$ cat config.mk
export PLATFORM = sky130hd
export DESIGN_NAME = alu_cmd_sequencer
export DESIGN_NICKNAME = d
export VERILOG_FILES = /design/src/rtl/alu_cmd_sequencer.sv
export SDC_FILE = /design/constraint.sdc
export NUM_CORES = 1
export LEC_CHECK = 0
export ABC_AREA = 1
export CAP_MARGIN = 20
export CORE_MARGIN = 1.5
export CORE_UTILIZATION = 40
export CTS_BUF_LIST = sky130_fd_sc_hd__clkbuf_8
export DETAILED_ROUTE_END_ITERATION = 10
export PLACE_DENSITY = 0.77
export REMOVE_ABC_BUFFERS = 1
export SYNTH_ARGS = -nofsm -noshare
export SYNTH_HDL_FRONTEND = slang
export SYNTH_SLANG_ARGS = --single-unit
$ cat constraint.sdc
create_clock -name clk -period 4.35 [get_ports clk]
set_input_delay 1.305 -clock clk [delete_from_list [all_inputs] [get_ports clk]]
set_output_delay 1.305 -clock clk [all_outputs]
set_load 0.1 [all_outputs]
$ cat src/rtl/alu_cmd_sequencer.sv
// Sequential front-end for a combinational ALU.
// Accepts one command per cmd_valid/cmd_ready handshake, registers the operands
// onto the ALU inputs, waits SETTLE cycles, then captures the ALU outputs and
// presents them on a res_valid/res_ready port. Keeps an accumulator (optionally
// used as operand A) and a sticky overflow flag.
// Ports:
//   clk, rst_n                           clock, async active-low reset
//   cmd_valid/cmd_ready                  command handshake
//   cmd_mode/a/b/cin/a_sel/wacc          command payload
//   alu_A/B/Cin/Mode                     registered ALU inputs
//   alu_Y/Cout/Overflow                  ALU outputs
//   res_valid/res_ready                  result handshake
//   res_y/res_cout/res_ovf               captured result
//   acc                                  accumulator
//   ovf_sticky, clr_sticky               sticky overflow and its clear
module alu_cmd_sequencer #(
    parameter int unsigned N      = 16,
    parameter int unsigned M      = 4,
    parameter int unsigned SETTLE = 1
) (
    input  logic         clk,
    input  logic         rst_n,
    input  logic         cmd_valid,
    output logic         cmd_ready,
    input  logic [M-1:0] cmd_mode,
    input  logic [N-1:0] cmd_a,
    input  logic [N-1:0] cmd_b,
    input  logic         cmd_cin,
    input  logic         cmd_a_sel,
    input  logic         cmd_wacc,
    output logic [N-1:0] alu_A,
    output logic [N-1:0] alu_B,
    output logic         alu_Cin,
    output logic [M-1:0] alu_Mode,
    input  logic [N-1:0] alu_Y,
    input  logic         alu_Cout,
    input  logic         alu_Overflow,
    output logic         res_valid,
    input  logic         res_ready,
    output logic [N-1:0] res_y,
    output logic         res_cout,
    output logic         res_ovf,
    output logic [N-1:0] acc,
    output logic         ovf_sticky,
    input  logic         clr_sticky
);

    localparam int unsigned    CW       = 4;
    localparam logic [CW-1:0]  CNT_LAST = CW'(SETTLE - 1);
    localparam logic [M-1:0]   MODE_ADD = M'(4);
    localparam logic [M-1:0]   MODE_SUB = M'(5);

    typedef enum logic [1:0] {
        IDLE = 2'd0,
        EXEC = 2'd1,
        DONE = 2'd2
    } state_t;

    state_t        state_q, state_d;
    logic [CW-1:0] cnt_q, cnt_d;
    logic          wacc_q, wacc_d;
    logic          arith_q, arith_d;
    logic [N-1:0]  alu_a_q, alu_a_d;
    logic [N-1:0]  alu_b_q, alu_b_d;
    logic          alu_cin_q, alu_cin_d;
    logic [M-1:0]  alu_mode_q, alu_mode_d;
    logic          res_valid_q, res_valid_d;
    logic [N-1:0]  res_y_q, res_y_d;
    logic          res_cout_q, res_cout_d;
    logic          res_ovf_q, res_ovf_d;
    logic [N-1:0]  acc_q, acc_d;
    logic          sticky_q, sticky_d;

    // Ready is a pure decode of the state register.
    assign cmd_ready  = (state_q == IDLE);
    assign alu_A      = alu_a_q;
    assign alu_B      = alu_b_q;
    assign alu_Cin    = alu_cin_q;
    assign alu_Mode   = alu_mode_q;
    assign res_valid  = res_valid_q;
    assign res_y      = res_y_q;
    assign res_cout   = res_cout_q;
    assign res_ovf    = res_ovf_q;
    assign acc        = acc_q;
    assign ovf_sticky = sticky_q;

    // Next-state and datapath update.
    always_comb begin
        state_d     = state_q;
        cnt_d       = cnt_q;
        wacc_d      = wacc_q;
        arith_d     = arith_q;
        alu_a_d     = alu_a_q;
        alu_b_d     = alu_b_q;
        alu_cin_d   = alu_cin_q;
        alu_mode_d  = alu_mode_q;
        res_valid_d = res_valid_q;
        res_y_d     = res_y_q;
        res_cout_d  = res_cout_q;
        res_ovf_d   = res_ovf_q;
        acc_d       = acc_q;
        sticky_d    = clr_sticky ? 1'b0 : sticky_q;

        case (state_q)
            IDLE: begin
                if (cmd_valid) begin
                    alu_a_d    = cmd_a_sel ? acc_q : cmd_a;
                    alu_b_d    = cmd_b;
                    alu_cin_d  = cmd_cin;
                    alu_mode_d = cmd_mode;
                    wacc_d     = cmd_wacc;
                    arith_d    = (cmd_mode == MODE_ADD) || (cmd_mode == MODE_SUB);
                    cnt_d      = '0;
                    state_d    = EXEC;
                end
            end
            EXEC: begin
                cnt_d = cnt_q + CW'(1);
                if (cnt_q == CNT_LAST) begin
                    // Cout/Overflow are only meaningful for add/subtract.
                    res_y_d     = alu_Y;
                    res_cout_d  = alu_Cout & arith_q;
                    res_ovf_d   = alu_Overflow & arith_q;
                    res_valid_d = 1'b1;
                    if (wacc_q) begin
                        acc_d = alu_Y;
                    end
                    // Set overrides a simultaneous clear.
                    if (alu_Overflow && arith_q) begin
                        sticky_d = 1'b1;
                    end
                    state_d = DONE;
                end
            end
            DONE: begin
                if (res_ready) begin
                    res_valid_d = 1'b0;
                    state_d     = IDLE;
                end
            end
            default: begin
                state_d = IDLE;
            end
        endcase
    end

    // State and output registers.
    always_ff @(posedge clk or negedge rst_n) begin
        if (!rst_n) begin
            state_q     <= IDLE;
            cnt_q       <= '0;
            wacc_q      <= 1'b0;
            arith_q     <= 1'b0;
            alu_a_q     <= '0;
            alu_b_q     <= '0;
            alu_cin_q   <= 1'b0;
            alu_mode_q  <= '0;
            res_valid_q <= 1'b0;
            res_y_q     <= '0;
            res_cout_q  <= 1'b0;
            res_ovf_q   <= 1'b0;
            acc_q       <= '0;
            sticky_q    <= 1'b0;
        end else begin
            state_q     <= state_d;
            cnt_q       <= cnt_d;
            wacc_q      <= wacc_d;
            arith_q     <= arith_d;
            alu_a_q     <= alu_a_d;
            alu_b_q     <= alu_b_d;
            alu_cin_q   <= alu_cin_d;
            alu_mode_q  <= alu_mode_d;
            res_valid_q <= res_valid_d;
            res_y_q     <= res_y_d;
            res_cout_q  <= res_cout_d;
            res_ovf_q   <= res_ovf_d;
            acc_q       <= acc_d;
            sticky_q    <= sticky_d;
        end
    end

endmodule

Word-level counts from Yosys, hierarchy flattened. Index checks and enable logic that the tools add are counted.

Add/subtract/negate cells: 1. $mul: 0. Div/mod/pow operators: 0. Magnitude comparators: 0. Equal/unequal tests: 7. Shift-type cells: 0. Muxes and demuxes: 14. Bitwise gates (word level): 2. Reduce and logical (&&, ||, !) cells: 12.

Operators with widths (count): $mux 16 (1); $reduce_and 3->1 (3); $eq 4x3->1 const B (2); $pmux 4 s2 (1); $mux 1 (6); $mux 2 (3); $ne 2x2->1 const B (3); $pmux 2 s3 (1); $reduce_and 2->1 (3); $add 4x1->4 const B (1); $logic_not 4->1 (1); $mux 4 (1); $reduce_bool 2->1 (2); $and 1x1->1 (2); $eq 2x1->1 const B (1); $eq 2x2->1 const B (1); $logic_not 2->1 (1); $pmux 1 s2 (1); $logic_and 1x1->1 (1); $logic_or 1x1->1 (1).

Bits in registers: 81. Latch bits: 0. Memory bits (writable): 0. Bits in read-only memories: 0. Bits of input ports: 62. Output and inout bits: 74. Word-level logic and storage cells: 50. Memories kept: 0.

Depth between registers and ports, before layout. Gate-level depths: netlist of run 1.

Word-level depth: 4. Mapped depth: 8. Depth with buffers taken out: 7.

Worst setup path after synthesis of run 1. OpenSTA, ideal clock, no wires.

Path type: reg2out. From: register state_q[1]. To: output cmd_ready. Data arrival time: 1743 ps. Data required time: 3045 ps. Slack: 1302 ps. Stages on the path, launching flop included: 2. Path buffers: 0. Cell sequence: dfrtp_1 nor2_1.

Word-level cells in the longest chain between the ends: 1.

RTL lines: from (decl) (line 59) `state_t state_q, state_d;`; from (signal assigned) (line 165) `state_q <= state_d;`; $logic_not 2->1 (line 75) `assign cmd_ready = (state_q == IDLE);`; to (decl) (line 24) `output logic cmd_ready,`.

Every way passes these cells.

Worst setup path in the final report of run 1. Ends and elaborated chain as after synthesis.

==> results.txt, run 1 <==
----------------------------------------------------
[Outcome]
  Status ... completed

[Layout]
  Relative area change from synthesis to final layout ... 44.5%
  Area used by multi-input combinational logic ... 0.00127 sq mm
  Number of antenna cells inserted ... 0
  Number of cells in the finished layout apart from fillers ... roughly 650
  Seq. cell area ... 0.00203 sq mm
  Share of final-layout standard cells stronger than drive strength 1 ... between 6 and 7%
  Filler Cells Inserted ... between 700 and 800
  Total number of nets in the final design ... 605

[Yosys]
  Sequential fraction of the synthesis area ... a little under three fifths
  Post-synthesis register bit count ... between 80 and 90
  Post-synthesis instance total ... about 410
  Synth area leader ... sky130_fd_sc_hd__dfrtp_1
  Post-synth EDFFs ... 0
  Share of the synthesized area in the top cell type ... 57.4%
  Biggest area contributors in the synthesized netlist ... sky130_fd_sc_hd__dfrtp_1, sky130_fd_sc_hd__nand2_1, sky130_fd_sc_hd__nand4_1, sky130_fd_sc_hd__o21ai_0, sky130_fd_sc_hd__inv_1
  Asr flop ratio synth ... 100%
  Primary flip-flop cell chosen by synthesis mapping ... sky130_fd_sc_hd__dfrtp_1
  Post-synthesis cell type count ... 21
  Count of synthesis-stage warnings from yosys ... 0
  Mean instance size in the synthesized netlist ... about 8.5 sq um
  Total standard cell area after synthesis ... approximately 0.0035 sq mm
  Most common cell in the synthesized netlist ... sky130_fd_sc_hd__nand2_1
  Most frequent cells after synthesis ... sky130_fd_sc_hd__nand2_1, sky130_fd_sc_hd__dfrtp_1, sky130_fd_sc_hd__inv_1

[Critical path]
  Dominant delay contributor by cell family on the critical path ... buffers and inverters
  Launching element type of the critical path ... register
  Launch point of the worst path ... state_q[1]
  Timing endpoint of the critical path ... cmd_ready
  Total buffers and inverters traversed by the critical path ... 1
  Arrival time worst endpoint ... roughly 2100 ps
  Req. time, crit path ... between 3000 and 4000 ps
  R2R cell count ... 7
  Register-to-Register Setup Slack ... between 2000 and 2500 ps
  Critical path class ... reg2out
  Startpoint of the worst-slack reg-to-reg timing path ... cnt_q[0]
  Biggest fanout along the worst timing path ... 4
  Cell at the slowest stage of the critical path ... sky130_fd_sc_hd__clkdlybuf4s50_1
  Cell chain of the critical path ... nor2_1 > clkdlybuf4s50_1
  Number of stages on the worst setup path ... 2
  Category of the worst setup path capture point ... output pin
  Delay of the slowest critical-path stage ... 1160 ps
  RR Endpoint ... res_y[8]

[Hold path]
  Hold/Removal Path Class ... reg2reg

[GRT]
  Global-route layer with the greatest usage ... met2
  Global-route met1 utilization ... 26.5%
  Routing usage on met2 ... 35.0%
  Antenna violations before repair ... 0
  Met3 Usage GRT ... 5.13%
  Number of global-route vias before repair ... about 3,200
  Largest net degree at the start of global routing ... a little over 80
  Wire length of the first global-routing pass ... 15,800 um
  Aggregate global-route resource usage ... a little over a fifth
  GRT Residual Overflow ... 0

[STA]
  Headroom to the max-slew limit ... between 30% and 40%
  Final period util ... 79.1%
  Minimum clock period ... around 3400 ps
  Setup skew after layout ... approximately 12 ps
  Final count of negative-setup-slack endpoints ... 0
  Hold Vio Cnt, Final ... 0
  Total negative setup slack ... 0 ps
  Worst Hold Slack ... roughly 480 ps
  Count of final max-slew check failures ... 0
  Highest clock frequency the design can meet ... 0.291 GHz
  RSZ-0062 raised after global routing ... no
  Slew of the pin with the lowest slew margin ... 1000 ps

[Placement]
  Input/output buffers ... approximately 140
  Placed Cells incl. Taps ... 637
  RD Place Congestion ... 0.724
  HPWL after detailed placement ... between 6000 and 7000 um

[Clock network]
  Cell chosen for the clock root ... sky130_fd_sc_hd__clkbuf_8
  # clock sinks ... 81
  Post-CTS Hold Buffers ... 0
  # Post-CTS Setup Buffers ... 0
  Maximum root-to-sink buffer count ... 2
  TritonCTS buffer count ... 9
  Clock transition at path regs ... roughly 80 ps
  CTS tree ... built
  Gates resized, CTS repair ... 0
  Clock latency on the worst-skew pair ... about 350 ps
  Total number of H-tree levels ... 3

[Drt]
  DR vias ... between 3,000 and 4,000
  Number of remaining DRC errors ... 0
  Number of nets with antenna violations after routing ... 0
  Total wirelength of the detailed-routed design ... roughly 9200 um
  Number of DRC violations after detailed-routing iteration 0 ... 104
  Detailed-route wire length per cell ... between 10 and 15 um
  Number of search-and-repair iterations in the first detailed-routing pass ... 4
  Detail-routed via count per cell ... approximately 4.8

[Die]
  Initial Utilization ... between 40 and 50%
  Die Ht ... around 97 um
  Die X-Extent ... 96.9 um
  Die area ... 0.00939 sq mm
  Top Ports ... 136
  Total number of placement rows ... 34
  Core footprint ... about 0.0086 sq mm

[Run]
  Maximum capacitance violations ... 0

----------------------------------------------------
## per-stage QoR
step	util, %	setup slack [ps]	cell area [sq um]
CTS	58.7	898	5070
global route	59.1	841	5100
finish	59.1	909	5100
detailed placement	56.5	1290	4880
floorplan	-	1300	3390
global placement	56.5	1310	4880
## worst min path at each step
stage,start,to,cells past startpoint
6_report,res_y[13],res_y[13],2
3_3_place_gp,res_y[13],res_y[13],2
4_1_cts,res_y[13],res_y[13],2
3_5_place_dp,alu_B[1],alu_B[1],2
5_1_grt,alu_A[13],alu_A[13],2
2_1_floorplan,arith_q,arith_q,2
## sequential cells by signal, indices dropped and copies added (netlist names)
register and count:
acc 16, alu_A 16, alu_B 16, alu_Cin 1
alu_Mode 4, arith_q 1, cnt_q 4, ovf_sticky 1
res_cout 1, res_ovf 1, res_valid 1, res_y 16
state_q 2, wacc_q 1
## cell families after synthesis
group | synth area share (%)
and+or+nand+nor | 32.0
DFF | 57.4
AOI/OAI and AO/OA | 3.33
adders and majority gates | 0.709
buffers and inverters | 6.56
## cell type report
type,instances,area share (%)
Inverter,25,1.84
Clock buffer,11,2.97
Tap cell,108,2.65
Timing Repair Buffer,137,27.1
Sequential cell,81,39.7
Multi-Input combinational cell,287,24.9
Clock inverter,5,0.761
## tightest hold or removal path: cells and delay by family (launching register included)
family / cells / cell delay, ps
and+or+nand+nor: 2 / 90
DFF: 1 / 350
## layout by cell type, fill, tap and decap left out, types with 4 or more instances in the layout
master,n
sky130_fd_sc_hd__nor2_4,4
sky130_fd_sc_hd__nand3_1,8
sky130_fd_sc_hd__dfrtp_1,81
sky130_fd_sc_hd__clkinvlp_4,4
sky130_fd_sc_hd__o21ai_0,21
sky130_fd_sc_hd__nand4_1,17
sky130_fd_sc_hd__inv_1,22
sky130_fd_sc_hd__clkbuf_8,11
sky130_fd_sc_hd__nand2_2,7
sky130_fd_sc_hd__clkdlybuf4s50_1,134
sky130_fd_sc_hd__nand2_1,221
## per-layer routing
layer | routed length (um) | part of all wire (%)
met1 | 4000 | 43
met2 | 4600 | 50
met3 | 525 | 5.7
met4 | 108 | 1.2
met5 | 0 | 0
Power of run 1 is not shown: default switching activity piles up to over one toggle a cycle in this logic, so the estimate is an artifact.
==> run 2, diff against run 1 <==
clock period = 3.2 ns   (was 4.35 ns; I/O delays follow)
==> run 2 against run 1 <==
Effect of this change:
- wire length shrank 2.9%
- cell count grew 0.15%
- clock-buffer cell count is the same
- register-to-register slack lost 1100 ps
- first-iteration DRC count grew 21%
- sequential share of layout area grew 1.2 points
- sequential cell count is the same
- via count shrank 1.3%
- clock skew grew 5.1 ps
- hold slack gained 2.4 ps
- die area is the same
==> results.txt, run 2 (synthesis gave the netlist of run 1 again) <==
----------------------------------------------------
[Drt]
  Detailed-route wire length per cell ... roughly 14 um
  Number of search-and-repair iterations in the first detailed-routing pass ... 4
  Detail-routed via count per cell ... around 4.7
  DR vias ... between 3,000 and 4,000
  Number of nets with antenna violations after routing ... 0
  Total wirelength of the detailed-routed design ... ~9000 um
  Number of remaining DRC errors ... 0
  Detail Route met3 WL ... about 500 um
  Wire length on met2 ... approximately 4500 um
  Length of routed wiring on met1 ... between 3000 and 4000 um
  Top layer reached by signal wires ... met4
  Number of DRC violations after detailed-routing iteration 0 ... approximately 130

[STA]
  Worst Hold Slack ... roughly 480 ps
  Highest clock frequency the design can meet ... approximately 0.45 GHz
  Setup skew after layout ... roughly 17 ps
  Count of final max-slew check failures ... 0
  Total negative setup slack ... 0 ps
  RSZ-0062 raised after global routing ... no
  Slew of the pin with the lowest slew margin ... 858 ps
  Headroom to the max-slew limit ... a little over two fifths
  Minimum clock period ... 2250 ps
  Hold Vio Cnt, Final ... 0
  Final period util ... a little over two thirds
  Final count of negative-setup-slack endpoints ... 0
  Final WS setup ... ~950 ps

[Layout]
  Most frequent standard cell in the layout excluding fill and tap cells ... sky130_fd_sc_hd__nand2_1
  Relative area change from synthesis to final layout ... 40.3%
  Highest-count cells in the layout ignoring fill and taps ... sky130_fd_sc_hd__nand2_1, sky130_fd_sc_hd__dfrtp_1, sky130_fd_sc_hd__buf_4, sky130_fd_sc_hd__clkdlybuf4s50_1, sky130_fd_sc_hd__inv_1
  Number of antenna cells inserted ... 0
  Filler Cells Inserted ... approximately 770
  Finished Cell Area ... 0.00495 sq mm
  Total number of nets in the final design ... between 600 and 700
  Share of final-layout standard cells stronger than drive strength 1 ... between 20 and 25%

[Clock network]
  TritonCTS buffer count ... 9
  Gates resized, CTS repair ... 0
  Maximum root-to-sink buffer count ... 2
  Clock latency on the worst-skew pair ... roughly 350 ps
  # clock sinks ... 81
  CTS tree ... built
  # Post-CTS Setup Buffers ... 0
  Cell chosen for the clock root ... sky130_fd_sc_hd__clkbuf_8
  Clock transition at path regs ... about 90 ps
  Post-CTS Hold Buffers ... 0
  Total number of H-tree levels ... 3

[Die]
  Initial Utilization ... about 41%
  Total number of placement rows ... 34
  Die Ht ... 96.9 um
  Die X-Extent ... around 97 um
  Top Ports ... 136
  Die area ... about 0.0094 sq mm
  Core footprint ... around 0.0086 sq mm

[Hold path]
  Hold/Removal Path Class ... reg2reg
  Startpoint of the worst hold path ... res_y[12]

[GRT]
  GRT Residual Overflow ... 0
  Largest net degree at the start of global routing ... 82
  Aggregate global-route resource usage ... 20.0%
  Wire length of the first global-routing pass ... around 15,000 um
  Number of global-route vias before repair ... around 3,000
  Antenna violations before repair ... 0

[Critical path]
  Req. time, crit path ... between 2000 and 2500 ps
  Critical path class ... reg2out
  Launch point of the worst path ... state_q[1]
  Arrival time worst endpoint ... roughly 1300 ps
  Startpoint of the worst-slack reg-to-reg timing path ... cnt_q[0]
  Biggest fanout along the worst timing path ... 4
  Category of the worst setup path capture point ... output pin
  Launching element type of the critical path ... register

[Placement]
  Post-placement worst setup slack ... approximately 680 ps
  Area post-placement ... around 0.0047 sq mm
  RD Place Congestion ... 0.714
  Input/output buffers ... between 100 and 150
  HPWL after detailed placement ... ~6000 um

[Run]
  Maximum capacitance violations ... 0

[Outcome]
  Status ... completed

----------------------------------------------------
## run 2: cell count changes in the layout (fill, tap and decap cells not counted), sizes merged
cell | previous run | this run
buf | 3 | 78
clkinv | 0 | 1
clkinvlp | 4 | 2
clkdlybuf4s50 | 134 | 60
bufinv | 0 | 1
## run 2: path summary, 6_finish.rpt
path                                   to  cells past startpoint  slack, ps
worst max-delay path            cmd_ready                      2        950
worst min-delay path            res_y[12]                      2        480
worst max register to register  res_y[13]                      7       1260
worst min register to register  res_y[12]                      2        480
max in group asynchronous       res_y[14]                      2       2040
min in group asynchronous         alu_Cin                      1        550
## run 2: area by class of cell
cell class	count	area, sq um	area share (%)
clock buffers	11	151	3.06
repair buffers	138	1210	24.5
clock inverters	5	62.6	1.26
well taps	108	135	2.73
flip-flops and latches	81	2030	40.9
inverters	25	93.8	1.90
multi-input cells	287	1270	25.7
## run 2: layer usage
metal	vias up	global-route usage [%]
met3	7	4.84
met4	0	5.02
met1	1453	27.2
met5	-	0
li1	1547	-
met2	97	32.3
## run 2: worst max-delay path, cell delays in order, from the launching register on
cell	delay, ps
sky130_fd_sc_hd__dfrtp_1	450
sky130_fd_sc_hd__nor2_1	180
sky130_fd_sc_hd__buf_4	320
## run 2: per-stage QoR
step / util (%) / cells
floorplan: - / 393
global placement: 54.6 / 638
detailed placement: 54.6 / 638
CTS: 57.1 / 654
global route: 57.3 / 655
finish: 57.3 / 655
Power of run 2 is left out for the same reason.
